===== config.mk =====
export PLATFORM = sky130hd
export DESIGN_NAME = steer_gear_sched
export DESIGN_NICKNAME = d
export VERILOG_FILES = /design/src/rtl/steer_gear_sched.sv
export SDC_FILE = /design/constraint.sdc
export NUM_CORES = 1
export LEC_CHECK = 0
export BUFFER_PORTS_ARGS = -buffer_cell sky130_fd_sc_hd__clkbuf_2
export CELL_PAD_IN_SITES_DETAIL_PLACEMENT = 1
export CELL_PAD_IN_SITES_GLOBAL_PLACEMENT = 1
export CORE_MARGIN = 5
export CORE_UTILIZATION = 47
export DETAILED_ROUTE_END_ITERATION = 10
export HOLD_SLACK_MARGIN = 0.03
export PLACE_DENSITY_LB_ADDON = 0.1
export SYNTH_ARGS = -nofsm -noshare
export SYNTH_HDL_FRONTEND = slang
export SYNTH_SLANG_ARGS = --single-unit

===== constraint.sdc =====
create_clock -name clk_12 -period 3.6 [get_ports clk_12]
set_input_delay 0.18 -clock clk_12 [delete_from_list [all_inputs] [get_ports clk_12]]
set_output_delay 0.18 -clock clk_12 [all_outputs]
set_load 0.02 [all_outputs]

===== src/rtl/steer_gear_sched.sv =====
// steer_gear_sched: converts four players' digital left/right and gear
// buttons into Sprint4-style steering quadrature plus a 4-position gear.
// A single step engine walks the players round-robin after each prescaler
// tick. Gear shifts are edge-driven and are evaluated on every cycle.
module steer_gear_sched #(
   parameter int STEP_DIV = 12096,
   parameter int DIV_W    = 16
) (
   input  logic        clk_12,
   input  logic        Reset_I,
   input  logic        en_i,
   input  logic [3:0]  left_i,
   input  logic [3:0]  right_i,
   input  logic [3:0]  gup_i,
   input  logic [3:0]  gdn_i,
   output logic [3:0]  steer_a_o,
   output logic [3:0]  steer_b_o,
   output logic [7:0]  gear_o,
   output logic [15:0] gear_oh_o,
   output logic        busy_o
);

   logic [15:0]          sync1_q, sync2_q;
   logic [7:0]           gedge_q;
   logic [DIV_W-1:0]     div_q, div_d;
   logic [3:0]           pend_q, pend_d, svc;
   logic                 busy_q, busy_d, tick;
   logic [3:0]           a_q, a_d, b_q, b_d;
   logic [3:0][1:0]      gear_q, gear_d;
   logic [3:0]           lft, rgt, gu, gd, up_edge, dn_edge;

   assign lft     = sync2_q[3:0];
   assign rgt     = sync2_q[7:4];
   assign gu      = sync2_q[11:8];
   assign gd      = sync2_q[15:12];
   // The third registered copy exists only for the gear buttons.
   assign up_edge = gu & ~gedge_q[3:0];
   assign dn_edge = gd & ~gedge_q[7:4];

   assign tick    = (div_q == DIV_W'(STEP_DIV - 1));

   // Prescaler wrap and round-robin pick of the lowest pending player.
   always_comb begin
      div_d  = tick ? '0 : div_q + 1'b1;
      svc    = pend_q & (~pend_q + 4'd1);
      // A tick landing on leftover work simply re-arms every player.
      pend_d = (pend_q & ~svc) | {4{tick}};
      busy_d = |pend_d;
   end

   // Steering phase step for the serviced player, and per-player gear shifts.
   always_comb begin
      logic [1:0] ph, ph_nx;
      a_d    = a_q;
      b_d    = b_q;
      gear_d = gear_q;
      ph     = 2'd0;
      ph_nx  = 2'd0;
      for (int n = 0; n < 4; n++) begin
         // The phase is held as its A/B encoding so both outputs are flops.
         ph    = {a_q[n], a_q[n] ^ b_q[n]};
         ph_nx = ph;
         if (svc[n] && en_i) begin
            if (rgt[n] && !lft[n])      ph_nx = ph + 2'd1;
            else if (lft[n] && !rgt[n]) ph_nx = ph - 2'd1;
         end
         a_d[n] = ph_nx[1];
         b_d[n] = ph_nx[1] ^ ph_nx[0];
         if (en_i) begin
            if (up_edge[n] && !dn_edge[n] && gear_q[n] != 2'd3)
               gear_d[n] = gear_q[n] + 2'd1;
            else if (dn_edge[n] && !up_edge[n] && gear_q[n] != 2'd0)
               gear_d[n] = gear_q[n] - 2'd1;
         end
      end
   end

   // One-hot gear decode straight from the gear registers.
   always_comb begin
      gear_oh_o = '0;
      for (int n = 0; n < 4; n++)
         gear_oh_o[4*n +: 4] = 4'b0001 << gear_q[n];
   end

   // All state registers; reset clears everything, including pending steps.
   always_ff @(posedge clk_12 or negedge Reset_I) begin
      if (!Reset_I) begin
         sync1_q <= '0;
         sync2_q <= '0;
         gedge_q <= '0;
         div_q   <= '0;
         pend_q  <= '0;
         busy_q  <= 1'b0;
         a_q     <= '0;
         b_q     <= '0;
         gear_q  <= '0;
      end else begin
         sync1_q <= {gdn_i, gup_i, right_i, left_i};
         sync2_q <= sync1_q;
         gedge_q <= sync2_q[15:8];
         div_q   <= div_d;
         pend_q  <= pend_d;
         busy_q  <= busy_d;
         a_q     <= a_d;
         b_q     <= b_d;
         gear_q  <= gear_d;
      end
   end

   assign steer_a_o = a_q;
   assign steer_b_o = b_q;
   assign gear_o    = gear_q;
   assign busy_o    = busy_q;

endmodule

Yosys cells after proc, flatten, opt, wreduce, memory -nomap -nowiden
Cells that the tools add are included.

Input port bits: 19. Word-level logic and storage cells: 134. Register bits after elaboration: 77.

Equal/unequal tests: 5. Bitwise operators: 17. Reduce and logical (&&, ||, !) cells: 57. Mux-type cells: 21. Add/sub/neg operators: 18. Shift-type cells: 4.

Operator list (count): 2-bit 2-to-1 mux (20); 1-bit logical AND (28); 16-bit by 1-bit adder with 16-bit output, second input constant (1); 2-bit by 1-bit adder with 2-bit output, second input constant (8); 4-bit AND (4); 16-bit by 14-bit == test with 1-bit output, second input constant (1); 1-bit zero test (16); 16-bit 2-to-1 mux (1); 4-bit NOT (4); 2-bit nonzero test (8); 1-bit by 2-bit << shifter with 4-bit output, first input constant (4); 2-bit by 1-bit subtractor with 2-bit output, second input constant (8); 2-bit inequality test, second input constant (4); 2-bit AND reduction (4); 1-bit XOR (8); 4-bit by 1-bit adder with 4-bit output, second input constant (1); 4-bit bitwise OR (1); 4-bit OR reduction (1).

Logic depth before layout (Yosys ltp)
Depth after elaboration: 7. Gate-level depth with buffers: 5.

Least setup slack after synthesis
OpenSTA, ideal clock, no wires.

Path kind: register to register. Start point: register div_q[0]. End point: register busy_q (netlist: busy_o). Cell stages (with the launch flop): 6. Buffers on the path: 0. Setup time: 0.078 ns. Data required time: 3.522 ns. Slack: 2.037 ns. Arrival: 1.485 ns. Period minus slack after synthesis: 1.563 ns. Path through: dfrtp_1 > ha_1 > and3_1 > nand3_2 > nor4_4 > o21bai_1.

Cells in the longest elaborated chain, start to end: 3.

Ends and longest elaborated chain: from (decl) (line 25) `logic [DIV_W-1:0] div_q, div_d;`; from (signal assigned) (line 101) `div_q <= div_d;`; 16-bit by 14-bit == test with 1-bit output (line 40) `assign tick = (div_q == DIV_W'(STEP_DIV - 1));`; 4-bit bitwise OR (line 47) `pend_d = (pend_q & ~svc) | {4{tick}};`; 4-bit OR reduction (line 48) `busy_d = |pend_d;`; via busy_d (line 27) `logic busy_q, busy_d, tick;`; to (signal assigned) (line 103) `busy_q <= busy_d;`; to (decl) (line 27).

The timed path passes the listed nets, and every way through them passes these cells. A chain may end at the register's enable or synchronous reset.

Final worst setup path
Ends and elaborated chain as after synthesis.

==> flow_summary_export.csv <==
group,metric,value,unit
floorplanning,dieArea,8370,µm²
drt,drc,0,
global_routing,grt-ovfl-total,0,
logic_synthesis,ys.flop_type,"dfrtp_1",
logic_synthesis,synth.top_cell.area_share,0.618,
pwr,pwr-share-comb,0.198,
global_routing,antenna_found_initial,0,
clock_tree,cts_setup_buffers,0,
clock_tree,cts_tree,"done",
logic_synthesis,netlist_top_cells_count,"dfrtp_1, nor2_1, nand2_1",
timing,drv_slew,0,
pwr,p_leak,1.75,nW
critical_path,endpoint_kind,"flip-flop",
global_routing,use_met1,0.203,
pwr,pwr-share-seq,0.474,
pwr,clkPwrFrac,0.328,
logic_synthesis,yosysWarnings,0,
worst_hold_path,hold_path_class,"flip-flop to flip-flop",
clock_tree,cts-buffers-inserted,9,
logic_synthesis,seq_area_frac_synth,0.618,
floorplanning,die_y,91.5,µm
cells_and_area,layout-drive-gt1-share,0.215,
logic_synthesis,synth_largest_area_cell,"dfrtp_1",
placement,placedInstanceArea,3470,µm²
clock_tree,cts.sinks,77,
cells_and_area,n_fill_cell,708,
logic_synthesis,synthArstFlopShare,1.00,
placement,dpl.hpwl,4230,µm
timing,fin_crit,1.80,ns
logic_synthesis,avgSynthCellArea,11.5,µm²
critical_path,path_max_fanout,9,
status,status,"complete, no violations",
drt,vias,2229,
clock_tree,clk_pin_slew,0.08,ns
pwr,p_sw_frac,0.307,
timing,rsz0062_at_grt,"false",
pwr,p_int,1.47,mW
critical_path,crit_type,"flip-flop to flip-flop",
pwr,ir_drop,0.374,mV
drt,ant_nets,0,
clock_tree,holdBufCountCts,17,
pwr,power_density,552,nW/µm²
global_routing,use_met3,0.0669,
flow_run,drv_cap,0,
logic_synthesis,yosysUniqueCellTypes,45,
drt,vias_per_cell,5.17,
timing,fmax,556,MHz
timing,max_slew_margin,0.376,
timing,whs,0.352,ns
timing,setup_viol,0,
critical_path,reg2regPathDepth,5,
cells_and_area,fin_area,3850,µm²
critical_path,startpoint_type,"flip-flop",
pwr,power,2.13,mW
drt,routedWlPerCell,14.4,µm
clock_tree,cts_resized,0,
global_routing,grt_usage,0.164,
floorplanning,start_util,0.488,
placement,place.gp.congestion,0.761,
timing,clock_skew,0.00386,ns
timing,timing.final.crit_share,0.499,
global_routing,grt_busiest_layer,"met2",
placement,io_buffer_count,51,
clock_tree,cts-root-buf,"clkbuf_8",
logic_synthesis,syn_inst,272,
floorplanning,rows,29,
drt,first_iter_violations,22,
cells_and_area,nets,369,
cells_and_area,diodes,0,
logic_synthesis,synthesis.area,3120,µm²
drt,firstDrtPassIters,4,
cells_and_area,syn_to_final_growth,23.5,%
critical_path,crit_required,3.87,ns
logic_synthesis,synth_edf_count,0,
global_routing,grt_pass1_vias,2376,
timing,worst_slew_pin_slew,0.936,ns
critical_path,cp_data_arrival_time,2.07,ns
pwr,power.switching,653,µW
logic_synthesis,synth-seq-cells,77,
floorplanning,io_pins,52,
clock_tree,insertion_delay,0.35,ns
timing,tns,0,ns
clock_tree,cts_max_level,3,
timing,hold_viol,0,
global_routing,met2_usage,0.264,
global_routing,grt_pass1_wl,11000,µm
worst_hold_path,hold_path_depth,0,
drt,routed_wl,6220,µm
clock_tree,max-clock-path-buffers,2,
logic_synthesis,synth_area_leaders,"dfrtp_1, nor2_1, nor2b_1, xnor2_1, nand3_1",
global_routing,grt_max_degree,78,
floorplanning,die_w,91.5,µm
logic_synthesis,synthMostInstantiatedCell,"dfrtp_1",
floorplanning,coreArea,6390,µm²
logic_synthesis,syn_nets,292,
[critical path: stages, from the launching register on]
cell	delay, ns
dfrtp_1	0.40
ha_1	0.22
and3_1	0.23
nand3_2	0.17
nor4_4	0.52
o21bai_1	0.18
[metrics by stage]
step	std cells	utilization	setup WS [ns]
6_report	431	0.603	1.80
5_1_grt	431	0.603	1.67
4_1_cts	431	0.603	1.78
3_5_place_dp	398	0.543	1.80
3_3_place_gp	398	0.543	1.88
2_1_floorplan	272	-	2.04
[cells by family after synthesis]
group	after synthesis	synth area share
compound gates	40	0.0846
simple gates	130	0.236
buf+inv	7	0.00843
mux	2	0.00642
xor+xnor	14	0.0393
fa+ha+maj	2	0.00722
flops	77	0.618
[power groups by stage]
stage	combinational (mW)	sequential [mW]	clock [mW]
after floorplan	0.216	1.05	0
after global placement	0.403	1.02	0
after detailed placement	0.411	1.03	0
after CTS	0.426	1.01	0.723
after global routing	0.465	1.02	0.757
final	0.422	1.01	0.698
[cell usage in the layout (no fill, tap or decap), drive strengths merged, types with 3 or more instances in the layout]
cell type and instances:
dlygate4sd3 17, dfrtp 77, clkinvlp 3, and3 3, xor2 5, nor4 5
nand2b 11, nand3b 4, nor2b 16, and2 7, nand2 17, o31ai 3
clkbuf 60, o21ai 7, a21oi 11, o21a 3, nor2 30, xnor2 9
nand3 15, inv 5, nor3 9
[path summary, 6_finish.rpt]
kind | slack, ns | startpoint | endpoint
worst max-delay path | 1.80 | div_q[0] | busy_o
worst min-delay path | 0.35 | sync1_q[11] | sync2_q[11]
worst max register to register | 1.80 | div_q[0] | busy_o
worst min register to register | 0.35 | sync1_q[11] | sync2_q[11]
max in group asynchronous | 2.49 | Reset_I | sync2_q[7]
min in group asynchronous | 0.50 | Reset_I | gear_o[2]
[flip-flops by register name, indices dropped and copies added (netlist names)]
signal     flops
gear_o         8
steer_a_o      4
pend_q         4
sync2_q       16
steer_b_o      4
gedge_q        8
div_q         16
sync1_q       16
busy_o         1
[per-layer routing]
metal | wire length, µm | up-vias
met3 | 348 | 9
met1 | 2700 | 1083
met4 | 61 | 0
li1 | - | 1095
met5 | 0 | -
met2 | 3100 | 42
[layout make-up]
type                    instances  area, µm²  share of cell area
multi-input cells             188       1170               0.303
inverters                       5       18.8             0.00487
clock buffers                  10        128              0.0331
clock inverters                 6       87.6              0.0227
flip-flops and latches         77       1930               0.500
repair buffers                 68        428               0.111
well taps                      77       96.3              0.0250
No activity file was read; power rests on OpenSTA's default activity.
